===== src/rtl/hbif_uart_rx.sv =====
// 8N1 UART receiver: 2-flop input synchronizer, mid-bit sampling FSM and a
// single-entry valid/ready holding register with frame-error and overrun pulses.
module hbif_uart_rx #(
  parameter int CLKS_PER_BIT = 87
) (
  input  logic       clk_i,
  input  logic       rst_ni,
  input  logic       en_i,
  input  logic       uart_rx_i,
  output logic [7:0] data_o,
  output logic       valid_o,
  input  logic       ready_i,
  output logic       frame_err_o,
  output logic       overrun_o
);

  localparam int CW = $clog2(CLKS_PER_BIT);
  localparam logic [CW-1:0] HALF = CW'(CLKS_PER_BIT / 2);
  localparam logic [CW-1:0] LAST = CW'(CLKS_PER_BIT - 1);

  typedef enum logic [2:0] {IDLE, START, DATA, STOP, WAIT_IDLE} state_t;

  state_t          state;
  logic [CW-1:0]   cnt;
  logic [2:0]      bit_idx;
  logic [7:0]      shift;
  logic            rx_meta, rx_sync, rx_prev;
  logic            byte_done;

  // rx_prev keeps tracking while disabled, so a line already low when en_i
  // rises never looks like a falling edge.
  assign byte_done = en_i && (state == STOP) && (cnt == LAST) && rx_sync;

  always_ff @(posedge clk_i or negedge rst_ni) begin
    if (!rst_ni) begin
      rx_meta     <= 1'b1;
      rx_sync     <= 1'b1;
      rx_prev     <= 1'b1;
      state       <= IDLE;
      cnt         <= '0;
      bit_idx     <= '0;
      shift       <= '0;
      data_o      <= 8'h00;
      valid_o     <= 1'b0;
      frame_err_o <= 1'b0;
      overrun_o   <= 1'b0;
    end else begin
      rx_meta     <= uart_rx_i;
      rx_sync     <= rx_meta;
      rx_prev     <= rx_sync;
      frame_err_o <= 1'b0;
      overrun_o   <= 1'b0;

      // Holding register: a same-edge handshake frees the slot for the new byte.
      if (byte_done) begin
        if (!valid_o || ready_i) begin
          data_o  <= shift;
          valid_o <= 1'b1;
        end else begin
          overrun_o <= 1'b1;
        end
      end else if (valid_o && ready_i) begin
        valid_o <= 1'b0;
      end

      if (!en_i) begin
        state   <= IDLE;
        cnt     <= '0;
        bit_idx <= '0;
      end else begin
        case (state)
          IDLE: begin
            if (rx_prev && !rx_sync) begin
              state <= START;
              cnt   <= '0;
            end
          end
          START: begin
            if (cnt == HALF) begin
              cnt     <= '0;
              bit_idx <= '0;
              state   <= rx_sync ? IDLE : DATA;
            end else begin
              cnt <= cnt + CW'(1);
            end
          end
          DATA: begin
            if (cnt == LAST) begin
              cnt     <= '0;
              shift   <= {rx_sync, shift[7:1]};
              bit_idx <= bit_idx + 3'd1;
              if (bit_idx == 3'd7) state <= STOP;
            end else begin
              cnt <= cnt + CW'(1);
            end
          end
          STOP: begin
            if (cnt == LAST) begin
              cnt <= '0;
              if (rx_sync) begin
                state <= IDLE;
              end else begin
                frame_err_o <= 1'b1;
                state       <= WAIT_IDLE;
              end
            end else begin
              cnt <= cnt + CW'(1);
            end
          end
          WAIT_IDLE: begin
            if (rx_sync) state <= IDLE;
          end
          default: state <= IDLE;
        endcase
      end
    end
  end

endmodule


===== config.mk =====
export PLATFORM = sky130hd
export DESIGN_NAME = hbif_uart_rx
export DESIGN_NICKNAME = d
export VERILOG_FILES = /design/src/rtl/hbif_uart_rx.sv
export SDC_FILE = /design/constraint.sdc
export NUM_CORES = 1
export LEC_CHECK = 0
export ABC_AREA = 1
export BUFFER_PORTS_ARGS = -buffer_cell sky130_fd_sc_hd__buf_2
export CAP_MARGIN = 20
export CORE_UTILIZATION = 30
export CTS_CLUSTER_DIAMETER = 120
export DETAILED_ROUTE_END_ITERATION = 8
export PLACE_DENSITY = 0.53
export SKIP_LAST_GASP = 1
export SLEW_MARGIN = 10
export SYNTH_ARGS = -nofsm -noshare
export SYNTH_HDL_FRONTEND = slang
export SYNTH_SLANG_ARGS = --single-unit

===== constraint.sdc =====
create_clock -name clk_i -period 1.6 [get_ports clk_i]
set_input_delay 0.32 -clock clk_i [delete_from_list [all_inputs] [get_ports clk_i]]
set_output_delay 0.32 -clock clk_i [all_outputs]
set_load 0.005 [all_outputs]

* Word level (Yosys, flattened, before mapping) *
Cells that the tools add are included.

cells by class
  add/subtract/negate cells = 2
  muxes and demuxes = 28
  reduce and logical (&&, ||, !) cells = 17
  equal/unequal tests = 16

operators with widths
  kind                                                                     count
  3-bit 2-to-1 mux                                                         11
  7-bit 2-to-1 mux                                                         4
  7-bit one-hot mux with 3 select lines                                    1
  3-bit inequality test, second input constant                             5
  3-bit one-hot mux with 5 select lines                                    1
  1-bit 2-to-1 mux                                                         9
  7-bit by 1-bit adder with 7-bit output, second input constant            1
  7-bit by 6-bit equality test with 1-bit output, second input constant    1
  7-bit equality test, second input constant                               1
  3-bit by 2-bit equality test with 1-bit output, second input constant    2
  3-bit equality test, second input constant                               2
  3-bit one-hot mux with 2 select lines                                    1
  2-bit AND reduction                                                      3
  3-bit AND reduction                                                      2
  6-bit AND reduction                                                      1
  1-bit logical AND                                                        5
  4-bit by 2-bit inequality test with 1-bit output, second input constant  1
  3-bit by 1-bit adder with 3-bit output, second input constant            1
  3-bit by 1-bit equality test with 1-bit output, second input constant    1
  3-bit zero test                                                          1
  3-bit by 1-bit inequality test with 1-bit output, second input constant  1
  3-bit by 2-bit inequality test with 1-bit output, second input constant  1
  1-bit zero test                                                          2
  2-bit 2-to-1 mux                                                         1
  4 further kinds                                                          4

storage, ports and cells
  word-level logic and storage cells = 74
  flip-flop bits (word level) = 35

* Longest topological paths before layout *
  depth after elaboration = 6
  gate-level depth with buffers = 10

* Least setup slack after synthesis *
Ideal clock, no wire load.

  kind = register to register
  start = reg cnt[0]
  end = reg data_o[1]
  setup time = 0.117 ns
  period minus slack after synthesis = 1.468 ns
  slack = 0.132 ns
  data arrival time = 1.351 ns
  cell stages (with the launch flop) = 10
  path through = dfrtp_1 -> inv_1 -> ha_1 -> nand2_1 -> nand3b_2 -> nor2_2 -> nand3_2 -> buf_6 -> nand2_2 -> o21ai_2

on the way
  cells in the longest elaborated chain, start to end = 4

RTL lines
  element                               line  RTL
  start: declaration                    24    logic [CW-1:0] cnt;
  start signal: assignment              84    cnt <= cnt + CW'(1);
  start signal: assignment              94    cnt <= cnt + CW'(1);
  start signal: assignment              107   cnt <= cnt + CW'(1);
  7-bit equality test                   32    assign byte_done = en_i && (state == STOP) && (cnt == LAST) && rx_sync;
  1-bit logical AND (2 in series)       32
  2-bit AND reduction (no source line)  -
  end signal: assignment                57    data_o <= shift;
  end: declaration                      10    output logic [7:0] data_o,

Every way passes these cells.
A chain may end at the register's enable or synchronous reset.

* Final worst setup path *
  start = reg cnt[0]
  end = reg data_o[7]

The elaborated chain is that of the path after synthesis.

==> results.toml <==
[synth]
synth_edf_count = 0
ys_types = 28
synth_ff_type = "dfrtp_1"
yosysTopAreaCellShare_pct = 43.4
synthesis.area_mm2 = 0.00185
synth_common_cells = "nand2_1 (70), dfrtp_1 (32), inv_1 (24)"
yosysSeqAreaShare_pct = 47.7
ys_ff_latch = 35
yosys.area.top_type = "dfrtp_1"
yosys-top-cells-area = "dfrtp_1 (43%), nand2_1 (14%), inv_1 (4.9%)"
yosys_warnings = 0
synth_cells = 224
synth_most_common_cell = "nand2_1"
synth.avg_cell_area_um2 = 8.24
ys_async_sr_fraction_pct = 100
synth.net_count = 233

[critical_path]
startpoint_type = "flop"
rr_startpoint = "cnt[0]"
setup.worst_path.end_class = "flop"
worstPathArrival_ns = 1.68
required_ns = 1.79
crit_fanout = 13
cp-startpoint = "cnt[0]"
critPathKind = "reg2reg"

[routing]
vias = 1478
drc_errors = 0
routed_wl_um = 3610
ant_nets = 0
wl_per_cell_um = 10.9
dr.pass1.iters = 4
drtIter0Drc = 81
avgViaCountPerCell = 4.47

[cells_and_area]
antenna_cells = 0
fin_area_mm2 = 0.00224
area_growth_pct = 21.6
drive_gt1_share_pct = 28.1
nets = 264
final_core_util_pct = 37.9

[clock_network]
cts_max_level = 2
clock_path_buffers = 2
cts.clk_slew.worst_paths_ns = 0.07
cts_tree = "built"
clkSinkCount = 35
cts-root-buf = "clkbuf_8"
numCtsBuffers = 5
insertion_delay_ns = 0.29

[die]
die_y_um = 80.4
rows = 28
start_util_pct = 31.2
die_w_um = 80.4
die-area_mm2 = 0.00647
io_pins = 16
core_area_mm2 = 0.00592

[sta]
finalSetupViolCount = 0
skew_ns = 0.00658
fin_ws_ns = 0.108
hold_viol_final = 0
period_needed_ns = 1.49
drv_slew = 0
max_slew_margin_pct = 71.0
max_freq_mhz = 670
tightest_slew_ns = 0.435
rsz0062_at_grt = "true"
min_period_over_period_pct = 93.3

[global_route]
grt_max_degree = 20
grt_pass1_wl_um = 6290
antenna_found_initial = 0
grt_usage_pct = 12.9
grt_overflow = 0
grt_pass1_vias = 1330

[hold_path]
min_from = "uart_rx_i"
hold_path_class = "in2reg"

[placement]
placed_area_mm2 = 0.00209
preCtsSetupSlack_ns = 0.0201
io_buffers = 15
gp_congestion = 0.903
hpwl_um = 2750

[power_and_ir_drop]
power-per-cell-area_mw_per_mm2 = 1100
finalPower_mw = 2.46
ir_drop_v = 0.000456
p_leak_nw = 1.22

[job]
maxCapViolations = 0

[status]
status = "completed"
==> cells by family after synthesis <==
group | synth area share (%)
AND/OR/NAND/NOR | 33.4
flip-flops | 47.7
buffers and inverters | 8.27
AO/OA/AOI/OAI | 7.46
adder cells (fa/ha/maj) | 2.71
XOR/XNOR | 0.475
==> critical path, stage by stage (launching register included) <==
cell,delay [ns]
dfrtp_1,0.42
inv_1,0.08
ha_2,0.18
nand2_1,0.06
nand3b_4,0.17
nor2_2,0.10
nand3_2,0.09
buf_12,0.16
nand2_1,0.07
o21ai_2,0.05
==> power by group <==
group          internal, mW  switching, mW
clock network         0.464          0.338
logic                 0.221          0.418
registers             0.944         0.0781
total                  1.63          0.834
==> state kept, by name, indices dropped and copies added, names as in the netlist, 3 cells and up <==
signal,flops
bit_idx,3
state,3
data_o,8
shift,8
cnt,7
==> layer usage <==
layer / routed length, um / vias up / global-route usage [%]
met5: 0 / - / 0
met4: 78 / 0 / 6.43
met3: 107 / 6 / 2.73
met2: 1590 / 20 / 18.6
met1: 1840 / 685 / 18.0
li1: - / 767 / -
==> worst paths after layout <==
kind                       slack, ns  depth (start not counted)         to
min reg2reg                     0.36                          0    rx_sync
min                             0.12                          1    rx_meta
min in group asynchronous       0.50                          2     cnt[3]
max                             0.11                          9  data_o[7]
max reg2reg                     0.11                          9  data_o[7]
max in group asynchronous       0.58                          3    rx_prev
==> layout by cell type, fill, tap and decap left out, types with 4 or more instances in the layout <==
master	Yosys	final
nand2_1	70	69
buf_4	2	10
nand2_2	6	7
nor2_2	3	4
clkbuf_8	0	5
o21ai_0	5	5
buf_2	0	15
o21ai_2	5	5
a21oi_1	5	5
inv_1	24	23
nor2_4	5	5
nand3_1	17	15
dfrtp_1	32	32
nor2_1	18	17
o21ai_1	6	6
==> timing repair <==
action / CTS / global route
endpoints found under the setup margin: 0 / 21
gates resized for setup: 0 / 9
hold buffers: 1 / 0
setup buffers: 0 / 0
hold endpoints to repair: 16 / 0
==> layout make-up <==
cell class	count	area, um2
Fill cell	621	3680
Sequential cell	35	880
Multi-Input combinational cell	157	842
Timing Repair Buffer	29	211
Inverter	27	104
Tap cell	75	93.8
Clock buffer	5	68.8
Clock inverter	3	43.8
==> stage by stage <==
stage                     instances  setup TNS, ns  hold WS, ns
final                           331              0        0.124
after global routing            331         -0.127        0.111
after detailed placement        322              0        0.299
after global placement          322              0        0.298
after floorplan                 224              0       0.0244
after CTS                       331              0        0.117
No activity file was read; power rests on OpenSTA's default activity.
